--- src/rtl/rx_acq_sequencer_if.sv ---
// Command, RX-chain and RX-FIFO signals of one acquisition sequencer.
// The sequencer takes the master modport; the host/chain/FIFO side takes slave.
interface rx_acq_sequencer_if #(
  parameter int NSAMP_W = 16
);
  logic               cmd_valid_i;
  logic               cmd_ready_o;
  logic [15:0]        cmd_rate_i;
  logic [NSAMP_W-1:0] cmd_nsamp_i;
  logic               abort_i;
  logic               rx_rst_n_o;
  logic [15:0]        rate_axis_tdata_o;
  logic               rate_axis_tvalid_o;
  logic               rx_axis_tvalid_i;
  logic [63:0]        rx_axis_tdata_i;
  logic               rx_axis_tready_o;
  logic               out_tvalid_o;
  logic [63:0]        out_tdata_o;
  logic               out_tready_i;
  logic               busy_o;
  logic               done_o;
  logic [NSAMP_W-1:0] sample_cnt_o;
  logic [15:0]        drop_cnt_o;

  modport master (
    input  cmd_valid_i, cmd_rate_i, cmd_nsamp_i, abort_i,
    input  rx_axis_tvalid_i, rx_axis_tdata_i, out_tready_i,
    output cmd_ready_o, rx_rst_n_o, rate_axis_tdata_o, rate_axis_tvalid_o,
    output rx_axis_tready_o, out_tvalid_o, out_tdata_o,
    output busy_o, done_o, sample_cnt_o, drop_cnt_o
  );

  modport slave (
    output cmd_valid_i, cmd_rate_i, cmd_nsamp_i, abort_i,
    output rx_axis_tvalid_i, rx_axis_tdata_i, out_tready_i,
    input  cmd_ready_o, rx_rst_n_o, rate_axis_tdata_o, rate_axis_tvalid_o,
    input  rx_axis_tready_o, out_tvalid_o, out_tdata_o,
    input  busy_o, done_o, sample_cnt_o, drop_cnt_o
  );
endinterface

--- src/rtl/rx_acq_sequencer.sv ---
// Per-command RX chain sequencer: chain reset, one-cycle rate load, settling discard,
// then zero-latency gated pass-through of exactly nsamp samples to the RX FIFO.
module rx_acq_sequencer #(
  parameter int RST_CYCLES   = 16,
  parameter int SETTLE_SAMPS = 8,
  parameter int NSAMP_W      = 16,
  parameter int MIN_RATE     = 4
) (
  input logic                clk,
  input logic                rst,
  rx_acq_sequencer_if.master bus
);

  typedef enum logic [2:0] {IDLE, RST, CFG, SETTLE, ACQ, DONE} state_t;

  localparam int                RST_W       = (RST_CYCLES > 1) ? $clog2(RST_CYCLES) : 1;
  localparam logic [RST_W-1:0]  RST_LAST    = RST_W'(RST_CYCLES - 1);
  localparam logic [15:0]       SETTLE_LAST = 16'((SETTLE_SAMPS > 0) ? SETTLE_SAMPS - 1 : 0);
  localparam logic [15:0]       MIN_RATE_V  = 16'(MIN_RATE);

  state_t             state, state_nx;
  logic [RST_W-1:0]   rst_cnt;
  logic [15:0]        settle_cnt;
  logic [15:0]        rate_q;
  logic [15:0]        rate_out;
  logic [NSAMP_W-1:0] nsamp_q;
  logic [NSAMP_W-1:0] sample_cnt;
  logic [NSAMP_W-1:0] sample_inc;
  logic [15:0]        drop_cnt;
  logic               accept;
  logic               xfer;
  logic               lost;
  logic               settle_done;

  assign sample_inc = sample_cnt + NSAMP_W'(1);

  always_comb begin
    accept      = (state == IDLE) && bus.cmd_valid_i;
    xfer        = (state == ACQ) && bus.rx_axis_tvalid_i && bus.out_tready_i;
    lost        = (state == ACQ) && bus.rx_axis_tvalid_i && !bus.out_tready_i;
    settle_done = (SETTLE_SAMPS == 0) ? 1'b1
                : (bus.rx_axis_tvalid_i && (settle_cnt == SETTLE_LAST));
    state_nx    = state;
    case (state)
      IDLE:    if (accept) state_nx = RST;
      RST:     if (rst_cnt == RST_LAST) state_nx = CFG;
      CFG:     state_nx = SETTLE;
      SETTLE:  if (settle_done) state_nx = (nsamp_q == '0) ? DONE : ACQ;
      ACQ:     if (xfer && (sample_inc == nsamp_q)) state_nx = DONE;
      DONE:    state_nx = IDLE;
      default: state_nx = IDLE;
    endcase
    // Abort outranks every other transition but never blocks an IDLE accept.
    if (bus.abort_i && (state != IDLE)) state_nx = IDLE;
  end

  always_ff @(posedge clk or posedge rst) begin
    if (rst) begin
      state      <= IDLE;
      rst_cnt    <= '0;
      settle_cnt <= '0;
      rate_q     <= '0;
      rate_out   <= '0;
      nsamp_q    <= '0;
      sample_cnt <= '0;
      drop_cnt   <= '0;
    end else begin
      state <= state_nx;
      if (accept) begin
        rate_q     <= (bus.cmd_rate_i < MIN_RATE_V) ? MIN_RATE_V : bus.cmd_rate_i;
        nsamp_q    <= bus.cmd_nsamp_i;
        sample_cnt <= '0;
        drop_cnt   <= '0;
        rst_cnt    <= '0;
        settle_cnt <= '0;
      end
      if (state == RST) rst_cnt <= rst_cnt + RST_W'(1);
      // Rate output only changes as CFG is entered, so it is stable for the strobe.
      if ((state == RST) && (state_nx == CFG)) rate_out <= rate_q;
      if ((state == SETTLE) && bus.rx_axis_tvalid_i) settle_cnt <= settle_cnt + 16'd1;
      if (xfer) sample_cnt <= sample_inc;
      if (lost && (drop_cnt != 16'hFFFF)) drop_cnt <= drop_cnt + 16'd1;
    end
  end

  assign bus.cmd_ready_o        = (state == IDLE);
  assign bus.busy_o             = (state != IDLE);
  assign bus.done_o             = (state == DONE);
  assign bus.rate_axis_tvalid_o = (state == CFG);
  assign bus.rate_axis_tdata_o  = rate_out;
  assign bus.rx_rst_n_o         = (state == SETTLE) || (state == ACQ) || (state == DONE);
  assign bus.rx_axis_tready_o   = ((state == SETTLE) && (SETTLE_SAMPS != 0))
                                || ((state == ACQ) && bus.out_tready_i);
  assign bus.out_tvalid_o       = (state == ACQ) && bus.rx_axis_tvalid_i;
  assign bus.out_tdata_o        = bus.rx_axis_tdata_i;
  assign bus.sample_cnt_o       = sample_cnt;
  assign bus.drop_cnt_o         = drop_cnt;

endmodule
--- src/flat_wrapper.sv ---
// flat-port wrapper written by rule: the top's interface ports become plain ports
module rx_acq_sequencer_flat 
#(
  parameter int RST_CYCLES   = 16,
  parameter int SETTLE_SAMPS = 8,
  parameter int NSAMP_W      = 16,
  parameter int MIN_RATE     = 4
)
  (clk, rst, bus_cmd_valid_i, bus_cmd_rate_i, bus_cmd_nsamp_i, bus_abort_i, bus_rx_axis_tvalid_i, bus_rx_axis_tdata_i, bus_out_tready_i, bus_cmd_ready_o, bus_rx_rst_n_o, bus_rate_axis_tdata_o, bus_rate_axis_tvalid_o, bus_rx_axis_tready_o, bus_out_tvalid_o, bus_out_tdata_o, bus_busy_o, bus_done_o, bus_sample_cnt_o, bus_drop_cnt_o);
  rx_acq_sequencer_if #(.NSAMP_W(NSAMP_W)) bus_i ();
  input logic clk;
  input logic rst;
  input wire logic [$bits(bus_i.cmd_valid_i)-1:0] bus_cmd_valid_i;
  input wire logic [$bits(bus_i.cmd_rate_i)-1:0] bus_cmd_rate_i;
  input wire logic [$bits(bus_i.cmd_nsamp_i)-1:0] bus_cmd_nsamp_i;
  input wire logic [$bits(bus_i.abort_i)-1:0] bus_abort_i;
  input wire logic [$bits(bus_i.rx_axis_tvalid_i)-1:0] bus_rx_axis_tvalid_i;
  input wire logic [$bits(bus_i.rx_axis_tdata_i)-1:0] bus_rx_axis_tdata_i;
  input wire logic [$bits(bus_i.out_tready_i)-1:0] bus_out_tready_i;
  output wire logic [$bits(bus_i.cmd_ready_o)-1:0] bus_cmd_ready_o;
  output wire logic [$bits(bus_i.rx_rst_n_o)-1:0] bus_rx_rst_n_o;
  output wire logic [$bits(bus_i.rate_axis_tdata_o)-1:0] bus_rate_axis_tdata_o;
  output wire logic [$bits(bus_i.rate_axis_tvalid_o)-1:0] bus_rate_axis_tvalid_o;
  output wire logic [$bits(bus_i.rx_axis_tready_o)-1:0] bus_rx_axis_tready_o;
  output wire logic [$bits(bus_i.out_tvalid_o)-1:0] bus_out_tvalid_o;
  output wire logic [$bits(bus_i.out_tdata_o)-1:0] bus_out_tdata_o;
  output wire logic [$bits(bus_i.busy_o)-1:0] bus_busy_o;
  output wire logic [$bits(bus_i.done_o)-1:0] bus_done_o;
  output wire logic [$bits(bus_i.sample_cnt_o)-1:0] bus_sample_cnt_o;
  output wire logic [$bits(bus_i.drop_cnt_o)-1:0] bus_drop_cnt_o;
  assign bus_i.cmd_valid_i = bus_cmd_valid_i;
  assign bus_i.cmd_rate_i = bus_cmd_rate_i;
  assign bus_i.cmd_nsamp_i = bus_cmd_nsamp_i;
  assign bus_i.abort_i = bus_abort_i;
  assign bus_i.rx_axis_tvalid_i = bus_rx_axis_tvalid_i;
  assign bus_i.rx_axis_tdata_i = bus_rx_axis_tdata_i;
  assign bus_i.out_tready_i = bus_out_tready_i;
  assign bus_cmd_ready_o = bus_i.cmd_ready_o;
  assign bus_rx_rst_n_o = bus_i.rx_rst_n_o;
  assign bus_rate_axis_tdata_o = bus_i.rate_axis_tdata_o;
  assign bus_rate_axis_tvalid_o = bus_i.rate_axis_tvalid_o;
  assign bus_rx_axis_tready_o = bus_i.rx_axis_tready_o;
  assign bus_out_tvalid_o = bus_i.out_tvalid_o;
  assign bus_out_tdata_o = bus_i.out_tdata_o;
  assign bus_busy_o = bus_i.busy_o;
  assign bus_done_o = bus_i.done_o;
  assign bus_sample_cnt_o = bus_i.sample_cnt_o;
  assign bus_drop_cnt_o = bus_i.drop_cnt_o;
  rx_acq_sequencer #(.RST_CYCLES(RST_CYCLES), .SETTLE_SAMPS(SETTLE_SAMPS), .NSAMP_W(NSAMP_W), .MIN_RATE(MIN_RATE)) u_core (.clk(clk), .rst(rst), .bus(bus_i));
endmodule
--- config.mk ---
export PLATFORM = sky130hd
export DESIGN_NAME = rx_acq_sequencer_flat
export DESIGN_NICKNAME = d
export VERILOG_FILES = /design/src/rtl/rx_acq_sequencer_if.sv /design/src/rtl/rx_acq_sequencer.sv /design/src/flat_wrapper.sv
export SDC_FILE = /design/constraint.sdc
export NUM_CORES = 1
export LEC_CHECK = 0
export BUFFER_PORTS_ARGS = -buffer_cell sky130_fd_sc_hd__buf_2
export CORE_MARGIN = 5
export CORE_UTILIZATION = 49
export CTS_BUF_LIST = sky130_fd_sc_hd__clkbuf_8 sky130_fd_sc_hd__clkbuf_16
export DETAILED_ROUTE_END_ITERATION = 8
export PLACE_DENSITY = 0.77
export SETUP_SLACK_MARGIN = 0.5
export SYNTH_ARGS = -nofsm -noshare
export SYNTH_HDL_FRONTEND = slang
export SYNTH_SLANG_ARGS = --single-unit
export TNS_END_PERCENT = 1
--- constraint.sdc ---
create_clock -name clk -period 3.67 [get_ports clk]
set_input_delay 0.734 -clock clk [delete_from_list [all_inputs] [get_ports clk]]
set_output_delay 0.734 -clock clk [all_outputs]
set_load 0.01 [all_outputs]
== Yosys cells after proc, flatten, opt, wreduce, memory -nomap -nowiden ==
Cells that the tools add are included.

* Eq/ne operators: 10
* Shift operators: 0
* $mul: 0
* Order comparisons: 1
* Divide/modulo/power cells: 0
* Multiplexer cells: 14
* Reductions and logical operators: 22
* Bitwise logic cells: 0
* Add/subtract/negate cells: 4

{| class="wikitable"
|+ Operators by type and width
! cell !! count
|-
| two-way mux 16 bit || 5
|-
| adder 16 x 1 -> 16 bit, second input constant || 3
|-
| equality test 16 bit || 1
|-
| equality test 16 x 3 -> 1 bit, second input constant || 1
|-
| logical NOT 16 bit || 1
|-
| less-than comparator 16 x 3 -> 1 bit, second input constant || 1
|-
| != test 16 bit, second input constant || 1
|-
| two-way mux 3 bit || 5
|-
| one-hot mux 3 bit (5 select lines) || 1
|-
| logical AND 1 bit || 11
|-
| equality test 3 x 2 -> 1 bit, second input constant || 3
|-
| two-way mux 4 bit || 2
|-
| nonzero test 2 bit || 4
|-
| equality test 3 bit, second input constant || 2
|-
| adder 4 x 1 -> 4 bit, second input constant || 1
|-
| equality test 4 bit, second input constant || 1
|-
| equality test 3 x 1 -> 1 bit, second input constant || 1
|-
| logical NOT 3 bit || 1
|-
| logical OR 1 bit || 3
|-
| nonzero test 3 bit || 1
|-
| logical NOT 1 bit || 1
|-
| two-way mux 1 bit || 1
|}

* Bits of input ports: 102
* Word-level logic and storage cells: 59
* Output and inout bits: 119
* Memories: 0
* Latch bits: 0
* RAM bits: 0
* Memory bits (read-only): 0
* Flip-flop bits (word level): 103

== Logic depth before layout (Yosys ltp) ==
Gate-level depths: netlist of run 1.

* Word-level depth: 9
* Depth in mapped cells: 9
* Mapped depth without buffers: 7

== Least setup slack after synthesis of run 1 ==
OpenSTA, ideal clock, no wires.

* Path type: input-to-reg
* From: input port bus_rx_axis_tvalid_i
* To: register u_core.state[0]
* Arrival: 2038 ps
* Library setup time: 95 ps
* Required time: 3575 ps
* Path slack: 1536 ps
* Cell stages on the path: 7
* Path through: and4bb_1 > buf_4 > nand3_1 > nor4_2 > o211ai_1 > or4_1 > o31ai_1

* Word-level cells in the longest chain between the ends: 6
* Elaborated cells on any way between the ends: 8
* Those cells by class: 4 x mux; 4 x reduce/logical

{| class="wikitable"
|+ RTL lines
! item !! RTL line !! text
|-
| start, declared || flat_wrapper.sv:17 || <nowiki>input wire logic [$bits(bus_i.rx_axis_tvalid_i)-1:0] bus_rx_axis_tvalid_i;</nowiki>
|-
| logical AND 1 bit || n/a ||
|-
| named net bus_out_tvalid_o || flat_wrapper.sv:25 || <nowiki>output wire logic [$bits(bus_i.out_tvalid_o)-1:0] bus_out_tvalid_o;</nowiki>
|-
| logical AND 1 bit || rx_acq_sequencer.sv:39 || <nowiki>xfer = (state == ACQ) && bus.rx_axis_tvalid_i && bus.out_tready_i;</nowiki>
|-
| logical AND 1 bit || rx_acq_sequencer.sv:49 || <nowiki>ACQ: if (xfer && (sample_inc == nsamp_q)) state_nx = DONE;</nowiki>
|-
| two-way mux 3 bit || rx_acq_sequencer.sv:49 ||
|-
| one-hot mux 3 bit (5 select lines) || rx_acq_sequencer.sv:44 || <nowiki>case (state)</nowiki>
|-
| two-way mux 3 bit || rx_acq_sequencer.sv:54 || <nowiki>if (bus.abort_i && (state != IDLE)) state_nx = IDLE;</nowiki>
|-
| named net u_core.state_nx[0] || rx_acq_sequencer.sv:21 || <nowiki>state_t state, state_nx;</nowiki>
|-
| end signal, assigned || rx_acq_sequencer.sv:68 || <nowiki>state <= state_nx;</nowiki>
|-
| end, declared || rx_acq_sequencer.sv:21 ||
|}

The timed path passes the listed nets, and every way through them passes these cells.
A chain may end at the register's enable or synchronous reset.

== Worst setup path in the final report of run 1 ==
* From: register u_core.drop_cnt[0] (netlist: u_core.bus.drop_cnt_o[0])
* To: register u_core.drop_cnt[15] (netlist: u_core.bus.drop_cnt_o[15])

* Word-level cells in the longest chain between the ends: 3
* Elaborated cells on any way between the ends: 5
* Those cells by class: 1 x add/sub; 1 x eq/ne; 1 x mux; 2 x reduce/logical

{| class="wikitable"
|+ RTL lines
! item !! RTL line !! text
|-
| start, declared || rx_acq_sequencer.sv:29 || <nowiki>logic [15:0] drop_cnt;</nowiki>
|-
| start signal, assigned || rx_acq_sequencer.sv:82 || <nowiki>if (lost && (drop_cnt != 16'hFFFF)) drop_cnt <= drop_cnt + 16'd1;</nowiki>
|-
| parallel branches: the longest is 3 deep, another holds adder 16 x 1 -> 16 bit || n/a ||
|}

Several ways; the timed one is not identified.

==> results of run 1 <==
stage by stage:
| step | cell area, µm² | std cells | util | hold slack (ns) |
|---|---|---|---|---|
| 5_1_grt | 6000 | 792 | 0.528 | 0.496 |
| 6_report | 6000 | 792 | 0.528 | 0.468 |
| 3_5_place_dp | 5710 | 777 | 0.502 | 0.456 |
| 4_1_cts | 6000 | 792 | 0.528 | 0.474 |
| 2_1_floorplan | 5660 | 632 | - | 0.438 |
| 3_3_place_gp | 5710 | 777 | 0.502 | 0.451 |
cell families (layout without fill, tap and decap cells):
group / after synthesis / in the layout / synth area share
simple gates: 267 / 267 / 0.219
compound gates: 105 / 105 / 0.109
flops: 103 / 103 / 0.456
buf+inv: 98 / 115 / 0.113
xor+xnor: 32 / 32 / 0.0496
mux: 22 / 22 / 0.0427
fa+ha+maj: 5 / 5 / 0.0106
worst max path at each step:
stage / startpoint / endpoint / slack, ns / depth (start not counted)
4_1_cts: u_core.bus.drop_cnt_o[0]$_DFFE_PP0P_ / u_core.bus.drop_cnt_o[15]$_DFFE_PP0P_ / 1.0 / 7
3_3_place_gp: u_core.bus.drop_cnt_o[0]$_DFFE_PP0P_ / u_core.bus.drop_cnt_o[15]$_DFFE_PP0P_ / 1.23 / 7
2_1_floorplan: bus_rx_axis_tvalid_i / u_core.state[0]$_DFF_PP0_ / 1.54 / 7
3_5_place_dp: u_core.bus.drop_cnt_o[0]$_DFFE_PP0P_ / u_core.bus.drop_cnt_o[15]$_DFFE_PP0P_ / 1.02 / 7
6_report: u_core.bus.drop_cnt_o[0]$_DFFE_PP0P_ / u_core.bus.drop_cnt_o[15]$_DFFE_PP0P_ / 0.99 / 7
5_1_grt: u_core.bus.drop_cnt_o[0]$_DFFE_PP0P_ / u_core.bus.drop_cnt_o[15]$_DFFE_PP0P_ / 0.67 / 7
worst max-delay path, delay by kind of cell (launching register included):
family	cells	cell delay [ns]
flops	1	0.42
simple gates	3	1.34
fa+ha+maj	1	0.21
compound gates	3	0.62
registers in the layout, indices dropped and copies added, names as in the netlist:
| register | flops |
|---|---|
| u_core.bus.drop_cnt_o | 16 |
| u_core.bus.rate_axis_tdata_o | 16 |
| u_core.bus.sample_cnt_o | 16 |
| u_core.nsamp_q | 16 |
| u_core.rate_q | 16 |
| u_core.settle_cnt | 16 |
| u_core.rst_cnt | 4 |
| u_core.state | 3 |
report_power, final:
part | switching [mW] | total [mW] | internal, mW
Combinational | 0.423 | 0.709 | 0.286
Clock | 0.412 | 0.936 | 0.524
Sequential | 0.191 | 1.53 | 1.34
Total | 1.03 | 3.18 | 2.15
routing by layer:
| layer | up-vias | global-route usage |
|---|---|---|
| met1 | 2216 | 0.237 |
| met4 | 0 | 0.0544 |
| met5 | - | 0 |
| li1 | 2144 | - |
| met2 | 173 | 0.302 |
| met3 | 31 | 0.0520 |
layout make-up:
cell class / count / area [µm²] / area share
clock buffer: 9 / 225 / 0.0375
clock inverter: 6 / 63.8 / 0.0106
inverter: 5 / 22.5 / 0.00375
multi-input combinational: 431 / 2440 / 0.406
sequential: 103 / 2580 / 0.430
tap: 143 / 179 / 0.0298
timing repair buffer: 95 / 495 / 0.0826
synth_stat cells (3+ instances only):
| cell type | instances |
|---|---|
| clkbuf_1 | 17 |
| a31oi_1 | 5 |
| nor2_1 | 30 |
| a21oi_1 | 14 |
| o41ai_1 | 4 |
| o21ai_1 | 4 |
| buf_4 | 65 |
| and2_1 | 4 |
| ha_1 | 4 |
| nor2b_1 | 3 |
| nand3_1 | 37 |
| mux2i_1 | 5 |
| o21ai_0 | 56 |
| mux2_2 | 12 |
| a22o_1 | 3 |
| nor3_1 | 7 |
| xnor2_1 | 17 |
| or4_1 | 3 |
| xor2_1 | 15 |
| and4_1 | 5 |
| nand2_1 | 135 |
| inv_1 | 5 |
| nand4_1 | 11 |
| nor4_1 | 9 |
| dfrtp_1 | 103 |
| mux2_1 | 5 |
| o31ai_1 | 13 |
| and3_1 | 14 |
| buf_2 | 9 |
==> results.sh, run 1 <==
export IMPL_status="completed"
export IMPL_timing_final_hold_violations=0
export IMPL_drt_iter0_markers=397
export IMPL_cts_tree="done"
export IMPL_start_kind="register"
export IMPL_mostFrequentLayoutCells="nand2_1, dfrtp_1, buf_2"
export IMPL_finalNetCount=751
export IMPL_io_buffers=92
export IMPL_yosysTopAreaCell="dfrtp_1"
export IMPL_min_to="u_core.rate_q[8]$_DFFE_PP0P_"
export IMPL_r2r_slack_ns=0.99
export IMPL_synth_edf_count=0
export IMPL_grt_usage=0.184
export IMPL_cts_resized=0
export IMPL_numClockSinks=103
export IMPL_grt_first_pass_wirelength_um=21500
export IMPL_fillers=1040
export IMPL_seq_area_frac_synth=0.456
export IMPL_fin_ws_ns=0.986
export IMPL_reg2reg_depth=7
export IMPL_clock_fmax_mhz=373
export IMPL_syn_num_nets=738
export IMPL_via_per_inst=5.76
export IMPL_antenna_cells=0
export IMPL_ys_flop_type="dfrtp_1"
export IMPL_crit_chain="ha_1, nand3_1, nor3_1, a31oi_2, nor2_1, o21ai_0, o31ai_1"
export IMPL_wl_met2_um=6320
export IMPL_dr_total_vias=4564
export IMPL_place_gp_congestion=0.879
export IMPL_final_common_cell="nand2_1"
export IMPL_netlist_instances=632
export IMPL_syn2layout_area_growth_pct=6.15
export IMPL_ys_ff_latch=103
export IMPL_tightestPinTransition_ns=0.932
export IMPL_cap_violations=0
export IMPL_p_leak_nw=2.99
export IMPL_root_buffer="clkbuf_16"
export IMPL_dieArea_um2=13800
export IMPL_start_util=0.497
export IMPL_synth_area_top_cells="dfrtp_1, nand2_1, buf_4, o21ai_0, nand3_1"
export IMPL_cp_arrival_ns=2.92
export IMPL_slew_viol_final=0
export IMPL_max_slew_margin=0.379
export IMPL_crit_path_max_fanout=11
export IMPL_overflow=0
export IMPL_dr_pass1_iters=5
export IMPL_yosys_warnings=0
export IMPL_final_setup_skew_ns=0.00788
export IMPL_top_layer="met4"
export IMPL_dp_hpwl_um=9320
export IMPL_cts_root_to_sink_buffers=2
export IMPL_dpl_worst_slack_ns=1.02
export IMPL_hold_class="reg -> reg"
export IMPL_totalPowerFinal_mw=3.18
export IMPL_antenna_found_initial=0
export IMPL_timing_setup_tns_ns=0
export IMPL_drt_met1_wl_um=5440
export IMPL_drc=0
export IMPL_async_reset_ff_frac=1.00
export IMPL_h_tree_depth=3
export IMPL_io_pins=221
export IMPL_grt_pass1_vias=4359
export IMPL_cpPeakStageDelay_ns=0.62
export IMPL_die_w_um=117
export IMPL_critPathRequiredTime_ns=3.90
export IMPL_fin_crit_ns=2.68
export IMPL_numCtsBuffers=9
export IMPL_cts_setup_buffers=0
export IMPL_post_synth_top_area_fraction=0.456
export IMPL_powerDensity_nw_per_um2=530
export IMPL_slowest_stage="nor3_1"
export IMPL_fp_row_count=39
export IMPL_hold_depth=2
export IMPL_worstReg2RegStart="u_core.bus.drop_cnt_o[0]$_DFFE_PP0P_"
export IMPL_grt_max_degree=64
export IMPL_crit_path_end_kind="register"
export IMPL_ys_types=43
export IMPL_die_h_um=117
export IMPL_drt_wirelength_per_cell_um=16.4
export IMPL_clk_pin_slew_worst_paths_ns=0.07
export IMPL_cts_hold_buf=0
export IMPL_finalCritPeriodShare=0.731
export IMPL_core_area_um2=11400
export IMPL_syn_area_per_cell_um2=8.94
export IMPL_syn_area_um2=5650
export IMPL_timing_rr_end="u_core.bus.drop_cnt_o[15]$_DFFE_PP0P_"
export IMPL_setup_viol=0
export IMPL_ir_worst_vdd_uv=296
export IMPL_drt_wl_total_um=13000
export IMPL_path_class="reg -> reg"
export IMPL_drive_gt1_frac=0.196
export IMPL_wl_met3_um=1060
export IMPL_min_from="u_core.rate_q[8]$_DFFE_PP0P_"
export IMPL_grt_setup_unrepaired="no"
export IMPL_ant_nets=0
export IMPL_clk_latency_ns=0.34
Power figures use the tool's default switching activity.
==> inputs of run 2 (changes only) <==
==> constraint.sdc (replaced) <==
create_clock -name clk -period 2.5 [get_ports clk]
set_input_delay 0.5 -clock clk [delete_from_list [all_inputs] [get_ports clk]]
set_output_delay 0.5 -clock clk [all_outputs]
set_load 0.01 [all_outputs]
==> run 2 against run 1 <==
Net effect: via count grew 3.9%; design area up 5.7%; routed wire length rose by 6.2%; worst hold slack got worse by 0.17 ns; critical path type unchanged; setup slack got worse by 0.54 ns; cell count grew 3.3%; global-route usage increased by 1.0 points; critical path depth unchanged; non-clock buffer count increased by 26.
==> results.sh, run 2 (synthesis gave the netlist of run 1 again) <==
export IMPL_mostFrequentLayoutCells="nand2_1, dfrtp_1, buf_2"
export IMPL_p_leak_nw=3.12
export IMPL_numCtsBuffers=9
export IMPL_seq_area_um2=2590
export IMPL_slew_viol_final=0
export IMPL_dp_hpwl_um=9700
export IMPL_path_class="reg -> reg"
export IMPL_root_buffer="clkbuf_16"
export IMPL_via_per_inst=5.80
export IMPL_critPathRequiredTime_ns=2.76
export IMPL_ir_worst_vdd_uv=561
export IMPL_clk_latency_ns=0.35
export IMPL_grt_usage=0.194
export IMPL_crit_path_end_kind="register"
export IMPL_grt_pass1_vias=4520
export IMPL_timing_final_hold_violations=0
export IMPL_drt_wl_total_um=13800
export IMPL_fp_row_count=39
export IMPL_placed_cells=787
export IMPL_start_kind="register"
export IMPL_cp_arrival_ns=2.32
export IMPL_antenna_found_initial=0
export IMPL_final_setup_skew_ns=0.0103
export IMPL_io_pins=221
export IMPL_status="completed"
export IMPL_finalCritPeriodShare=0.823
export IMPL_drt_iter0_markers=442
export IMPL_hold_class="in -> async"
export IMPL_grt_first_pass_wirelength_um=22500
export IMPL_drc=0
export IMPL_dr_pass1_iters=5
export IMPL_dr_total_vias=4741
export IMPL_h_tree_depth=3
export IMPL_setup_viol=0
export IMPL_cts_root_to_sink_buffers=2
export IMPL_finalNetCount=777
export IMPL_antenna_cells=0
export IMPL_drt_wirelength_per_cell_um=16.9
export IMPL_tightestPinTransition_ns=0.580
export IMPL_die_h_um=117
export IMPL_dieArea_um2=13800
export IMPL_final_common_cell="nand2_1"
export IMPL_fin_crit_ns=2.06
export IMPL_cts_tree="done"
export IMPL_clk_pin_slew_worst_paths_ns=0.07
export IMPL_core_area_um2=11400
export IMPL_timing_setup_tns_ns=0
export IMPL_grt_setup_unrepaired="yes"
export IMPL_multi_input_area_um2=2560
export IMPL_syn2layout_area_growth_pct=12.2
export IMPL_overflow=0
export IMPL_max_slew_margin=0.614
export IMPL_numClockSinks=103
export IMPL_fin_cells=818
export IMPL_cap_violations=0
export IMPL_worst_hold_slack_ns=0.301
export IMPL_finish_utilization=0.558
export IMPL_ant_nets=0
export IMPL_clock_fmax_mhz=486
export IMPL_powerDensity_nw_per_um2=761
export IMPL_crit_path_max_fanout=6
export IMPL_io_buffers=92
export IMPL_die_w_um=117
export IMPL_start_util=0.497
export IMPL_grt_max_degree=104
export IMPL_drive_gt1_frac=0.276
export IMPL_fillers=989
export IMPL_place_gp_congestion=0.890
[run 2: critical path, stage by stage (launching register included)]
cell	delay, ns
dfrtp_2	0.46
ha_4	0.21
and3_2	0.25
nand2_2	0.13
nor2_2	0.06
xnor2_1	0.14
or4_4	0.48
o31ai_2	0.22
[run 2: report_power, final]
part           leakage (nW)  switching [mW]  internal [mW]
sequential             1.36           0.275           1.97
clock                 0.145           0.640          0.780
combinational          1.61           0.663          0.499
total                  3.12            1.58           3.25
[run 2: layout make-up]
cell class,count,area share
clock inverters,6,0.0110
clock buffers,9,0.0355
well taps,143,0.0282
flip-flops and latches,103,0.408
multi-input cells,431,0.404
repair buffers,121,0.110
inverters,5,0.00355
[run 2: stage by stage]
step | area (µm²) | total power [mW] | setup slack (ns)
2_1_floorplan | 5660 | 3.10 | 0.414
3_3_place_gp | 5790 | 3.28 | 0.332
3_5_place_dp | 5790 | 3.32 | 0.200
4_1_cts | 6130 | 4.77 | 0.374
5_1_grt | 6340 | 5.10 | 0.383
6_report | 6340 | 4.83 | 0.443
[run 2: what timing repair did]
| action | CTS | global route |
|---|---|---|
| pin swaps | 1 | 8 |
| resized for setup | 10 | 32 |
| hold buffers | 0 | 0 |
| endpoints found under the setup margin | 43 | 102 |
| setup buffers | 1 | 15 |
[run 2: final timing paths]
path	from	end	slack [ns]	cells after the start
setup / recovery	u_core.bus.sample_cnt_o[0]$_DFFE_PP0P_	u_core.state[0]$_DFF_PP0_	0.44	7
hold reg to reg	u_core.rate_q[8]$_DFFE_PP0P_	u_core.rate_q[8]$_DFFE_PP0P_	0.47	2
hold / removal	rst	u_core.rate_q[0]$_DFFE_PP0P_	0.30	3
min in group clk	bus_cmd_nsamp_i[0]	u_core.nsamp_q[0]$_DFFE_PP0P_	0.34	3
max in group asynchronous	rst	u_core.bus.sample_cnt_o[10]$_DFFE_PP0P_	1.79	3
setup reg to reg	u_core.bus.sample_cnt_o[0]$_DFFE_PP0P_	u_core.state[0]$_DFF_PP0_	0.44	7
[run 2: per-layer routing]
metal	track usage	wire, µm	up-vias	share of wire
met5	0	0	-	0
met4	0.0573	299	0	0.022
met3	0.0664	1110	38	0.080
met2	0.315	6710	184	0.49
met1	0.246	5710	2314	0.41
li1	-	-	2205	-
==> inputs of run 3 (changes only) <==
==> constraint.sdc (replaced) <==
create_clock -name clk -period 1.9 [get_ports clk]
set_input_delay 0.38 -clock clk [delete_from_list [all_inputs] [get_ports clk]]
set_output_delay 0.38 -clock clk [all_outputs]
set_load 0.01 [all_outputs]
==> run 3 against run 2 <==
Net effect: the run now ends with setup timing left; design area increased by 9.5%; first-iteration DRC count decreased by 14%; sequential share of layout area decreased by 3.6 points; total power increased by 36%; non-clock buffer count increased by 40; flip-flop and latch count unchanged; combinational power increased by 45%; cell count increased by 5.0%; via count increased by 2.2%.
==> results.sh, run 3 (synthesis gave the netlist of run 1 again) <==
export IMPL_status="finished with violations"
export IMPL_violations="setup timing"
export IMPL_ir_worst_vdd_uv=607
export IMPL_wl_met2_um=7060
export IMPL_mostFrequentLayoutCells="nand2_1, dfrtp_1, buf_2"
export IMPL_clk_pin_slew_worst_paths_ns=0.07
export IMPL_numClockSinks=103
export IMPL_tightestPinTransition_ns=0.600
export IMPL_crit_path_end_kind="register"
export IMPL_cts_root_to_sink_buffers=2
export IMPL_fin_crit_ns=2.07
export IMPL_place_gp_congestion=0.884
export IMPL_drive_gt1_frac=0.335
export IMPL_dpl_worst_slack_ns=-0.171
export IMPL_grt_pass1_vias=4852
export IMPL_dr_pass1_iters=5
export IMPL_p_sw_frac=0.332
export IMPL_numCtsBuffers=9
export IMPL_drt_wl_total_um=14500
export IMPL_totalPowerFinal_mw=6.57
export IMPL_syn2layout_area_growth_pct=22.8
export IMPL_start_kind="register"
export IMPL_worst_hold_slack_ns=0.129
export IMPL_critPathRequiredTime_ns=2.16
export IMPL_cts_hold_buf=0
export IMPL_drt_iter0_markers=380
export IMPL_p_seq_frac=0.449
export IMPL_cp_arrival_ns=2.33
export IMPL_crit_path_max_fanout=3
export IMPL_fillers=954
export IMPL_antenna_found_initial=0
export IMPL_die_h_um=117
export IMPL_die_w_um=117
export IMPL_finish_utilization=0.611
export IMPL_p_sw_mw=2.18
export IMPL_dp_hpwl_um=10200
export IMPL_finalNetCount=817
export IMPL_drt_met1_wl_um=6120
export IMPL_final_setup_skew_ns=0.00710
export IMPL_setup_viol=28
export IMPL_timing_final_hold_violations=0
export IMPL_io_pins=221
export IMPL_grt_max_degree=69
export IMPL_hold_class="in -> async"
export IMPL_clk_latency_ns=0.35
export IMPL_internal_power_mw=4.39
export IMPL_antenna_cells=0
export IMPL_core_area_um2=11400
export IMPL_slew_viol_final=0
export IMPL_final_common_cell="nand2_1"
export IMPL_root_buffer="clkbuf_16"
export IMPL_drt_wirelength_per_cell_um=16.8
export IMPL_cts_tree="done"
export IMPL_dr_total_vias=4843
export IMPL_ant_nets=0
export IMPL_top_layer="met4"
export IMPL_p_leak_nw=3.38
export IMPL_dieArea_um2=13800
export IMPL_cap_violations=0
export IMPL_overflow=0
export IMPL_grt_first_pass_wirelength_um=23700
export IMPL_fin_ws_ns=-0.168
export IMPL_via_per_inst=5.64
export IMPL_io_buffers=92
export IMPL_powerDensity_nw_per_um2=946
export IMPL_drc=0
export IMPL_wl_met3_um=893
export IMPL_path_class="reg -> reg"
export IMPL_clkPwrFrac=0.295
export IMPL_clock_fmax_mhz=484
export IMPL_grt_usage=0.206
export IMPL_start_util=0.497
export IMPL_max_slew_margin=0.600
export IMPL_finalCritPeriodShare=1.09
export IMPL_fp_row_count=39
export IMPL_h_tree_depth=3
export IMPL_grt_setup_unrepaired="yes"
export IMPL_comb_power_share=0.256
==> run 3: cell types whose count changed in the layout (fill, tap and decap cells not counted), sizes merged <==
cell      previous run  this run
buf                121       161
clkinv               1         0
clkinvlp             2         3
inv                  7         8
==> run 3: critical path: stages (launching register included) <==
cell and delay, ns:
dfrtp_2 0.42, and4bb_2 0.34, nand3_1 0.11, nor4_2 0.34, o211ai_1 0.15, or4_1 0.43
o31ai_1 0.20
==> run 3: what timing repair did <==
action                                 in CTS  in global routing
buffers inserted                            4                  0
endpoints found under the hold margin       0                  0
gates resized for setup                    58                 23
setup endpoints to repair                 128                128
pin swaps                                  12                  1
==> run 3: cell type report <==
cell class | instances | area (µm²) | area share
Tap cell | 143 | 179 | 0.0258
Clock buffer | 9 | 225 | 0.0324
Inverter | 5 | 22.5 | 0.00324
Clock inverter | 7 | 85.1 | 0.0123
Multi-Input combinational cell | 431 | 2650 | 0.381
Timing Repair Buffer | 161 | 1200 | 0.172
Sequential cell | 103 | 2590 | 0.373
==> run 3: routing by layer <==
metal  global-route usage  up-vias
met4               0.0928        0
met5                    0        -
li1                     -     2280
met2                0.335      156
met3               0.0491       34
met1                0.260     2373
==> run 3: path summary, 6_finish.rpt <==
check | startpoint | endpoint | slack (ns) | depth (start not counted)
worst max-delay path | u_core.state[1]$_DFF_PP0_ | u_core.state[0]$_DFF_PP0_ | -0.17 | 6
worst min-delay path | rst | u_core.settle_cnt[14]$_DFFE_PP0P_ | 0.13 | 3
worst max register to register | u_core.state[1]$_DFF_PP0_ | u_core.state[0]$_DFF_PP0_ | -0.17 | 6
worst min register to register | u_core.rate_q[15]$_DFFE_PP0P_ | u_core.rate_q[15]$_DFFE_PP0P_ | 0.47 | 2
max in group asynchronous | rst | u_core.bus.sample_cnt_o[4]$_DFFE_PP0P_ | 1.35 | 3
min in group clk | bus_cmd_nsamp_i[14] | u_core.nsamp_q[14]$_DFFE_PP0P_ | 0.21 | 3
==> run 3: power by group through the flow <==
stage	Clock [mW]	Combinational, mW	Sequential (mW)
4_1_cts	1.99	1.67	2.94
3_3_place_gp	0	1.54	2.96
6_report	1.94	1.68	2.95
5_1_grt	2.06	1.86	3.00
2_1_floorplan	0	1.23	2.88
3_5_place_dp	0	1.60	2.99
==> run 3: through the flow <==
stage / setup TNS, ns / cell area, µm² / cells
3_3_place_gp: -1.14 / 6270 / 839
2_1_floorplan: -0.426 / 5730 / 632
5_1_grt: -3.92 / 6940 / 859
3_5_place_dp: -2.46 / 6270 / 839
6_report: -1.20 / 6940 / 859
4_1_cts: -0.371 / 6870 / 859
